## src/rtl/dram_bus_bridge_pkg.sv

```systemverilog
// Shared constants and helpers for the DRAM bus bridge and its response FIFO.
package dram_bus_bridge_pkg;

    localparam int DATA_W   = 32;
    localparam int MASK_W   = 4;
    localparam int DRAM_LAT = 1;

    // Smallest r such that (1 << r) >= value; used for pointer widths.
    function automatic int clog2(input int value);
        int r;
        r = 0;
        for (int i = 0; i < 31; i++) begin
            if ((1 << i) < value) begin
                r = i + 1;
            end
        end
        return r;
    endfunction

endpackage

```

## src/rtl/dram_resp_fifo.sv

```systemverilog
// In-order read-response buffer; push and pop may coincide even when full.
module dram_resp_fifo
    import dram_bus_bridge_pkg::*;
#(
    parameter int DEPTH = 2,
    localparam int PTR_W = clog2(DEPTH),
    localparam int CNT_W = PTR_W + 1
) (
    input  logic              CLK,
    input  logic              RST,
    input  logic              i_push,
    input  logic [DATA_W-1:0] i_din,
    input  logic              i_pop,
    output logic [CNT_W-1:0]  o_count,
    output logic [DATA_W-1:0] o_head,
    output logic              o_empty
);

    logic [DATA_W-1:0] r_mem [DEPTH];
    logic [PTR_W-1:0]  r_wr_ptr;
    logic [PTR_W-1:0]  r_rd_ptr;
    logic [CNT_W-1:0]  r_count;
    logic              w_full;
    logic              w_pop;
    logic              w_push;

    assign o_empty = (r_count == '0);
    assign w_full  = (r_count == CNT_W'(DEPTH));
    assign w_pop   = i_pop && !o_empty;
    // A full FIFO may only accept data when the head leaves on the same edge.
    assign w_push  = i_push && (!w_full || w_pop);
    assign o_count = r_count;
    assign o_head  = r_mem[r_rd_ptr];

    always_ff @(posedge CLK) begin
        if (RST) begin
            r_wr_ptr <= '0;
            r_rd_ptr <= '0;
            r_count  <= '0;
        end else begin
            if (w_push) begin
                r_wr_ptr <= r_wr_ptr + PTR_W'(1);
            end
            if (w_pop) begin
                r_rd_ptr <= r_rd_ptr + PTR_W'(1);
            end
            case ({w_push, w_pop})
                2'b10:   r_count <= r_count + CNT_W'(1);
                2'b01:   r_count <= r_count - CNT_W'(1);
                default: r_count <= r_count;
            endcase
        end
    end

    always_ff @(posedge CLK) begin
        if (w_push) begin
            r_mem[r_wr_ptr] <= i_din;
        end
    end

    a_no_overflow: assert property (@(posedge CLK) disable iff (RST)
        !(i_push && w_full && !w_pop));

endmodule

```

## src/rtl/dram_bus_bridge.sv

```systemverilog
// Core REQ/ACK bus to single-cycle DRAM port, with credit-limited reads and
// an in-order response buffer in front of the consumer.
module dram_bus_bridge
    import dram_bus_bridge_pkg::*;
#(
    parameter int RESP_DEPTH = 2,
    parameter int ADDR_W     = 32
) (
    input  logic              CLK,
    input  logic              RST,
    input  logic [ADDR_W-1:0] BUS_ADDR,
    input  logic              BUS_REQ,
    input  logic              BUS_WE,
    input  logic [MASK_W-1:0] BUS_MASK,
    input  logic [DATA_W-1:0] BUS_WDATA,
    output logic              BUS_ACK,
    output logic [DATA_W-1:0] BUS_RDATA,
    output logic              BUS_RVALID,
    input  logic              BUS_RREADY,
    output logic [ADDR_W-1:0] DRAM_ADDR,
    output logic              DRAM_CS,
    output logic              DRAM_WR,
    output logic [MASK_W-1:0] DRAM_MASK,
    output logic [DATA_W-1:0] DRAM_DIN,
    input  logic [DATA_W-1:0] DRAM_DOUT
);

    localparam int CNT_W = clog2(RESP_DEPTH) + 1;

    logic              r_inflight;
    logic [CNT_W-1:0]  w_fifo_count;
    logic [CNT_W:0]    w_outstanding;
    logic              w_read_ok;
    logic              w_fifo_empty;
    logic              w_pop;

    // Handshakes: a request transfers when BUS_REQ && BUS_ACK; a response
    // transfers when BUS_RVALID && BUS_RREADY. An unacknowledged request is
    // held unchanged by the master; BUS_RDATA is stable while not taken.

    // Credits: buffered responses plus the read on the DRAM wire.
    assign w_outstanding = {1'b0, w_fifo_count} + {{CNT_W{1'b0}}, r_inflight};
    assign w_read_ok     = (w_outstanding < (CNT_W + 1)'(RESP_DEPTH));
    assign BUS_ACK       = !RST && BUS_REQ && (BUS_WE || w_read_ok);

    assign DRAM_CS   = BUS_ACK;
    assign DRAM_WR   = BUS_WE;
    assign DRAM_ADDR = BUS_ADDR;
    assign DRAM_MASK = BUS_MASK;
    assign DRAM_DIN  = BUS_WDATA;

    always_ff @(posedge CLK) begin
        if (RST) begin
            r_inflight <= 1'b0;
        end else begin
            r_inflight <= BUS_ACK && !BUS_WE;
        end
    end

    assign BUS_RVALID = !w_fifo_empty;
    assign w_pop      = BUS_RVALID && BUS_RREADY;

    dram_resp_fifo #(
        .DEPTH (RESP_DEPTH)
    ) u_resp_fifo (
        .CLK     (CLK),
        .RST     (RST),
        .i_push  (r_inflight),
        .i_din   (DRAM_DOUT),
        .i_pop   (w_pop),
        .o_count (w_fifo_count),
        .o_head  (BUS_RDATA),
        .o_empty (w_fifo_empty)
    );

endmodule
```

## config.mk

```make
export PLATFORM = sky130hd
export DESIGN_NAME = dram_bus_bridge
export DESIGN_NICKNAME = d
export VERILOG_FILES = /design/src/rtl/dram_bus_bridge_pkg.sv /design/src/rtl/dram_resp_fifo.sv /design/src/rtl/dram_bus_bridge.sv
export SDC_FILE = /design/constraint.sdc
export NUM_CORES = 1
export LEC_CHECK = 0
export ABC_CLOCK_PERIOD_IN_PS = 3720
export CORE_ASPECT_RATIO = 0.5
export CORE_MARGIN = 3
export CORE_UTILIZATION = 37
export CTS_BUF_LIST = sky130_fd_sc_hd__clkbuf_4
export DETAILED_ROUTE_END_ITERATION = 16
export GPL_ROUTABILITY_DRIVEN = 0
export PLACE_DENSITY = 0.83
export REMOVE_ABC_BUFFERS = 1
export SYNTH_ARGS = -nofsm -noshare
export SYNTH_HDL_FRONTEND = slang
export SYNTH_HIERARCHICAL = 1
export SYNTH_SLANG_ARGS = --single-unit
```

## constraint.sdc

```tcl
create_clock -name CLK -period 3.72 [get_ports CLK]
set_clock_uncertainty 0.1 [all_clocks]
set_input_delay 0.372 -clock CLK [delete_from_list [all_inputs] [get_ports CLK]]
set_output_delay 0.372 -clock CLK [all_outputs]
set_load 0.02 [all_outputs]
```

### After elaboration in Yosys (flattened, before gate mapping)

Memory sizes are Yosys's and may differ from the RTL's. A register that Yosys moved wholly into a read port is not among the register bits.
Index checks and enable logic that the tools add are counted.

* $add $sub $neg: 5
* $lt $le $gt $ge: 1
* eq/ne operators: 3
* muxes and demuxes: 5
* reductions and logical operators: 14

Operators by type and width (number)
* $logic_and A1 B1 Y1: 6
* $eq A2 B2 Y1 const B: 2
* $logic_not A1 Y1: 4
* $mux W1: 4
* $pmux W2 S2: 1
* $add A2 B1 Y3: 1
* $lt A3 B2 Y1 const B: 1
* $add A1 B1 Y1 const B: 2
* $add A2 B1 Y2 const B: 1
* $eq A2 B1 Y1 const B: 1
* $logic_not A2 Y1: 1
* $logic_or A1 B1 Y1: 2
* $reduce_bool A2 Y1: 1
* $sub A2 B1 Y2 const B: 1

* flip-flop bits (word level): 5
* bits in writable memories: 64
* input bits: 105
* word-level logic and storage cells: 33
* memories kept: 1

Memories
* u_resp_fifo.r_mem: words 2, bits a word 32, read ports 1, clocked after Yosys merged registers in 1, write ports 1, line dram_resp_fifo.sv:19 `logic [DATA_W-1:0] r_mem [DEPTH];`

### Longest topological paths before layout

* word-level depth: 8
* depth in mapped cells: 6

### Cells and area by module

Netlist, hierarchy kept.

Modules (own cells, without submodules)
* dram_resp_fifo: instances 1, cells an instance 130, area each 2566.2 sq um, seq. area each 2021.9 sq um
* dram_bus_bridge: instances 1, cells an instance 78, area each 591.8 sq um, seq. area each 20.0 sq um

### Worst setup path after synthesis

OpenSTA, ideal clock, no wires.

* kind: register -> register
* start: reg u_resp_fifo.r_count[0], in the netlist u_resp_fifo/o_count[0]
* end: mem u_resp_fifo.r_mem[0][0] (enable)
* data arrival time: 2346 ps
* data required time: 3199 ps
* path slack: 853 ps
* stages on the path, launching flop included: 5
* buffers on the path: 0
* period minus slack after synthesis: 2867 ps
* cells stage by stage: dfxtp_1 -> nor2_1 -> nor2b_1 -> o31ai_4 -> nor2_1

* word-level cells in the longest chain between the ends: 8
* elaborated cells between the ends (all ways): 10
* those cells by class: eq/ne: 1; mux: 2; reduce/logical: 7

RTL lines
* from (decl): line dram_resp_fifo.sv:22 `logic [CNT_W-1:0] r_count;`
* from (signal assigned): line dram_resp_fifo.sv:48 `2'b10: r_count <= r_count + CNT_W'(1);`
* from (signal assigned): line dram_resp_fifo.sv:49 `2'b01: r_count <= r_count - CNT_W'(1);`
* from (signal assigned): line dram_resp_fifo.sv:50 `default: r_count <= r_count;`
* $logic_not A2 Y1: line dram_resp_fifo.sv:27 `assign o_empty = (r_count == '0);`
* net w_fifo_empty: line dram_bus_bridge.sv:34 `logic w_fifo_empty;`
* $logic_not A1 Y1: line dram_bus_bridge.sv:60 `assign BUS_RVALID = !w_fifo_empty;`
* $logic_and A1 B1 Y1: line dram_bus_bridge.sv:61 `assign w_pop = BUS_RVALID && BUS_RREADY;`
* net w_pop: line dram_bus_bridge.sv:35 `logic w_pop;`
* $logic_and A1 B1 Y1: line dram_resp_fifo.sv:29 `assign w_pop = i_pop && !o_empty;`
* $logic_or A1 B1 Y1: line dram_resp_fifo.sv:31 `assign w_push = i_push && (!w_full || w_pop);`
* $logic_and A1 B1 Y1: line dram_resp_fifo.sv:31
* $mux W1: line dram_resp_fifo.sv:56 `if (w_push) begin`
* $mux W1 (not written as such): line dram_resp_fifo.sv:57 `r_mem[r_wr_ptr] <= i_din;`
* to (decl): line dram_resp_fifo.sv:19

The timed path passes the listed nets, and every way through them passes these cells.

==> impl_metrics.py <==
metrics = {
    "sta": {
        "worstMarginPinSlew_ps": 952.7,
        "final_max_slew_viol_count": 0,
        "finalSetupTns_ps": 0,
        "fmaxAchievable_ghz": 0.3947,
        "hold_viol_final": 0,
        "rsz0062_at_grt": "no",
        "post-route-period-util": 0.6810,
        "period_needed_ps": 2533,
        "slew_headroom": 0.3634,
        "setup_viol": 0,
    },
    "placement": {
        "portBuffers": 72,
        "place_hpwl_microns": 8417,
    },
    "critical_path": {
        "timing.rr.start": "u_resp_fifo/o_count[1]$_SDFFE_PP0P_",
        "endpoint": "BUS_RDATA[28]",
        "arrival_ps": 2060,
        "r2r_cells": 4,
        "ff2ff_setup_slack_ps": 1250,
        "r2r-end": "u_resp_fifo/r_mem[1][26]$_DFFE_PP_",
        "required_ps": 3250,
        "worstPathMaxFanout": 32,
        "worst_setup_path_end_kind": "output pin",
        "start_kind": "flip-flop",
        "critPathKind": "reg -> out",
    },
    "yosys": {
        "synth-seq-cells": 70,
        "synth.most_common_cell": "buf_4",
        "synthTopCellsByArea": "edfxtp_1, buf_4, mux2_2",
        "synth_edf_count": 64,
        "dominantRegCellSynth": "edfxtp_1",
        "post_synth_num_cell_types": 24,
        "synthTopCellsByCount": "buf_4, edfxtp_1, mux2_2",
        "yosysSeqAreaShare": 0.6466,
        "syn_area_per_cell_sq_um": 15.18,
        "synth_cells": 208,
        "synth_area_sq_um": 3158,
        "ys_async_sr_fraction": 0,
        "yosysTopAreaCell": "edfxtp_1",
        "yosys_warnings": 6,
        "synth_top_area_share": 0.6086,
    },
    "clock_network": {
        "post_cts_buffers": 0,
        "cts.sinks": 70,
        "cts_buffer_depth": 2,
        "clkTransAtPathRegs_ps": 100,
        "cts-root-buf": "clkbuf_4",
        "cts_max_level": 3,
        "ctsResizeCount": 0,
        "cts_tree": "built",
        "cts-buffers-inserted": 9,
        "cts_hold_buffers": 0,
        "clk_latency_ps": 390,
    },
    "finish": {
        "num-fill-cells": 682,
        "regArea_sq_um": 2042,
        "multi_input_area_sq_um": 556.8,
        "drive_gt1_frac": 0.2297,
        "antenna_cells": 0,
        "area_growth_pct": 14.38,
        "fin_nets": 322,
    },
    "global_route": {
        "grt_max_degree": 33,
        "track_usage": 0.2246,
        "grt_pass1_wl_microns": 14260,
        "grt-ovfl-total": 0,
        "antenna_found_initial": 0,
        "grt_pass1_vias": 1774,
    },
    "drt": {
        "vias": 1695,
        "route.detailed.drc": 0,
        "drt.antenna.violating_nets": 0,
        "routed_wl_microns": 10820,
        "first_pass_iters": 4,
        "drtIter0Drc": 76,
        "viasPerCell": 5.075,
        "wl_per_cell_microns": 32.38,
    },
    "min_path": {
        "hp-class": "reg -> reg",
    },
    "power_and_ir_drop": {
        "p_leak_uw": 0.001194,
        "total_power_uw": 1450,
        "powerDensity_nw_per_um2": 401.5,
        "ir_drop_v": 0.0001757,
    },
    "run_status": {
        "outcome": "complete, no violations",
    },
    "floorplanning": {
        "initial_core_util": 0.3878,
        "rows": 23,
        "core_area_sq_um": 8144,
        "fp.dieH_microns": 71.33,
        "die_w_microns": 136.7,
        "ios": 209,
        "fp.dieArea_sq_um": 9747,
    },
    "flow_run": {
        "cap_violations": 0,
    },
}
[metal layers]
| metal | vias to the layer above | global-route usage | share of wire |
|---|---|---|---|
| met2 | 173 | 0.2661 | 0.37 |
| li1 | 687 | - | - |
| met4 | 4 | 0.04693 | 0.0084 |
| met3 | 11 | 0.2903 | 0.25 |
| met1 | 820 | 0.2227 | 0.36 |
| met5 | - | 0.1919 | 0.017 |
[kinds of logic (layout without fill, tap and decap cells)]
kind of cell | Yosys count | after routing | share of synthesized area
AND/OR/NAND/NOR | 15 | 15 | 0.02337
multiplexers | 34 | 34 | 0.1220
AO/OA/AOI/OAI | 8 | 8 | 0.02060
flip-flops | 70 | 70 | 0.6466
buffers and inverters | 79 | 93 | 0.1819
XOR/XNOR | 2 | 2 | 0.005548
[power by group]
group | switching [uW] | internal [uW]
sequential | 6.70 | 875
combinational | 54.2 | 70.8
clock | 238 | 205
[sequential cells by signal, summed over array words and instances (netlist names), named ones only]
| register | flops |
|---|---|
| u_resp_fifo/r_mem | 64 |
| u_resp_fifo/o_count | 2 |
| r_inflight | 1 |
| u_resp_fifo/r_rd_ptr | 1 |
| u_resp_fifo/r_wr_ptr | 1 |
[cell usage in the layout (no fill, tap or decap), types with 2 or more instances in the layout]
cell / netlist / routed
clkdlybuf4s50_1: 0 / 72
a21oi_1: 3 / 3
nor2_4: 0 / 2
inv_1: 3 / 3
nand2b_1: 2 / 2
clkinv_2: 0 / 3
nor2b_1: 2 / 2
clkbuf_4: 0 / 10
dfxtp_1: 6 / 6
xor2_1: 2 / 2
edfxtp_1: 64 / 64
clkinv_1: 0 / 2
mux2_2: 29 / 29
nor2_1: 8 / 6
mux2_1: 3 / 3
[area by class of cell]
| type | count | area share |
|---|---|---|
| sequential | 70 | 0.5653 |
| clock buffer | 10 | 0.02078 |
| tap | 112 | 0.03879 |
| clock inverter | 6 | 0.01455 |
| inverter | 4 | 0.004849 |
| timing repair buffer | 73 | 0.2016 |
| multi-input combinational | 59 | 0.1541 |
[per-stage QoR]
stage	utilization	setup slack (ps)	cell area, sq um	hold slack, ps	cells
after floorplan	-	818.4	2601	341.7	133
after global placement	0.4279	1190	3485	383.5	318
after detailed placement	0.4279	1039	3485	400.3	318
after CTS	0.4435	1150	3612	419.9	334
after global routing	0.4435	1076	3612	408.4	334
final	0.4435	1187	3612	419.7	334
[critical path: stages (launching register included)]
cell             delay, ps
dfxtp_1                320
buf_4                  370
mux2_2                 410
clkdlybuf4s50_1        540
[worst min path at each step]
stage	start	endpoint	slack (ps)	depth (start not counted)
detailed placement	u_resp_fifo/r_rd_ptr$_SDFFE_PP0P_	u_resp_fifo/r_rd_ptr$_SDFFE_PP0P_	400	2
finish	u_resp_fifo/r_rd_ptr$_SDFFE_PP0P_	u_resp_fifo/r_rd_ptr$_SDFFE_PP0P_	420	2
global route	DRAM_DOUT[15]	u_resp_fifo/r_mem[1][15]$_DFFE_PP_	410	1
global placement	u_resp_fifo/r_rd_ptr$_SDFFE_PP0P_	u_resp_fifo/r_rd_ptr$_SDFFE_PP0P_	380	2
CTS	DRAM_DOUT[15]	u_resp_fifo/r_mem[1][15]$_DFFE_PP_	420	1
floorplan	BUS_WE	r_inflight$_SDFF_PP0_	340	1
No activity file was read; power rests on OpenSTA's default activity.
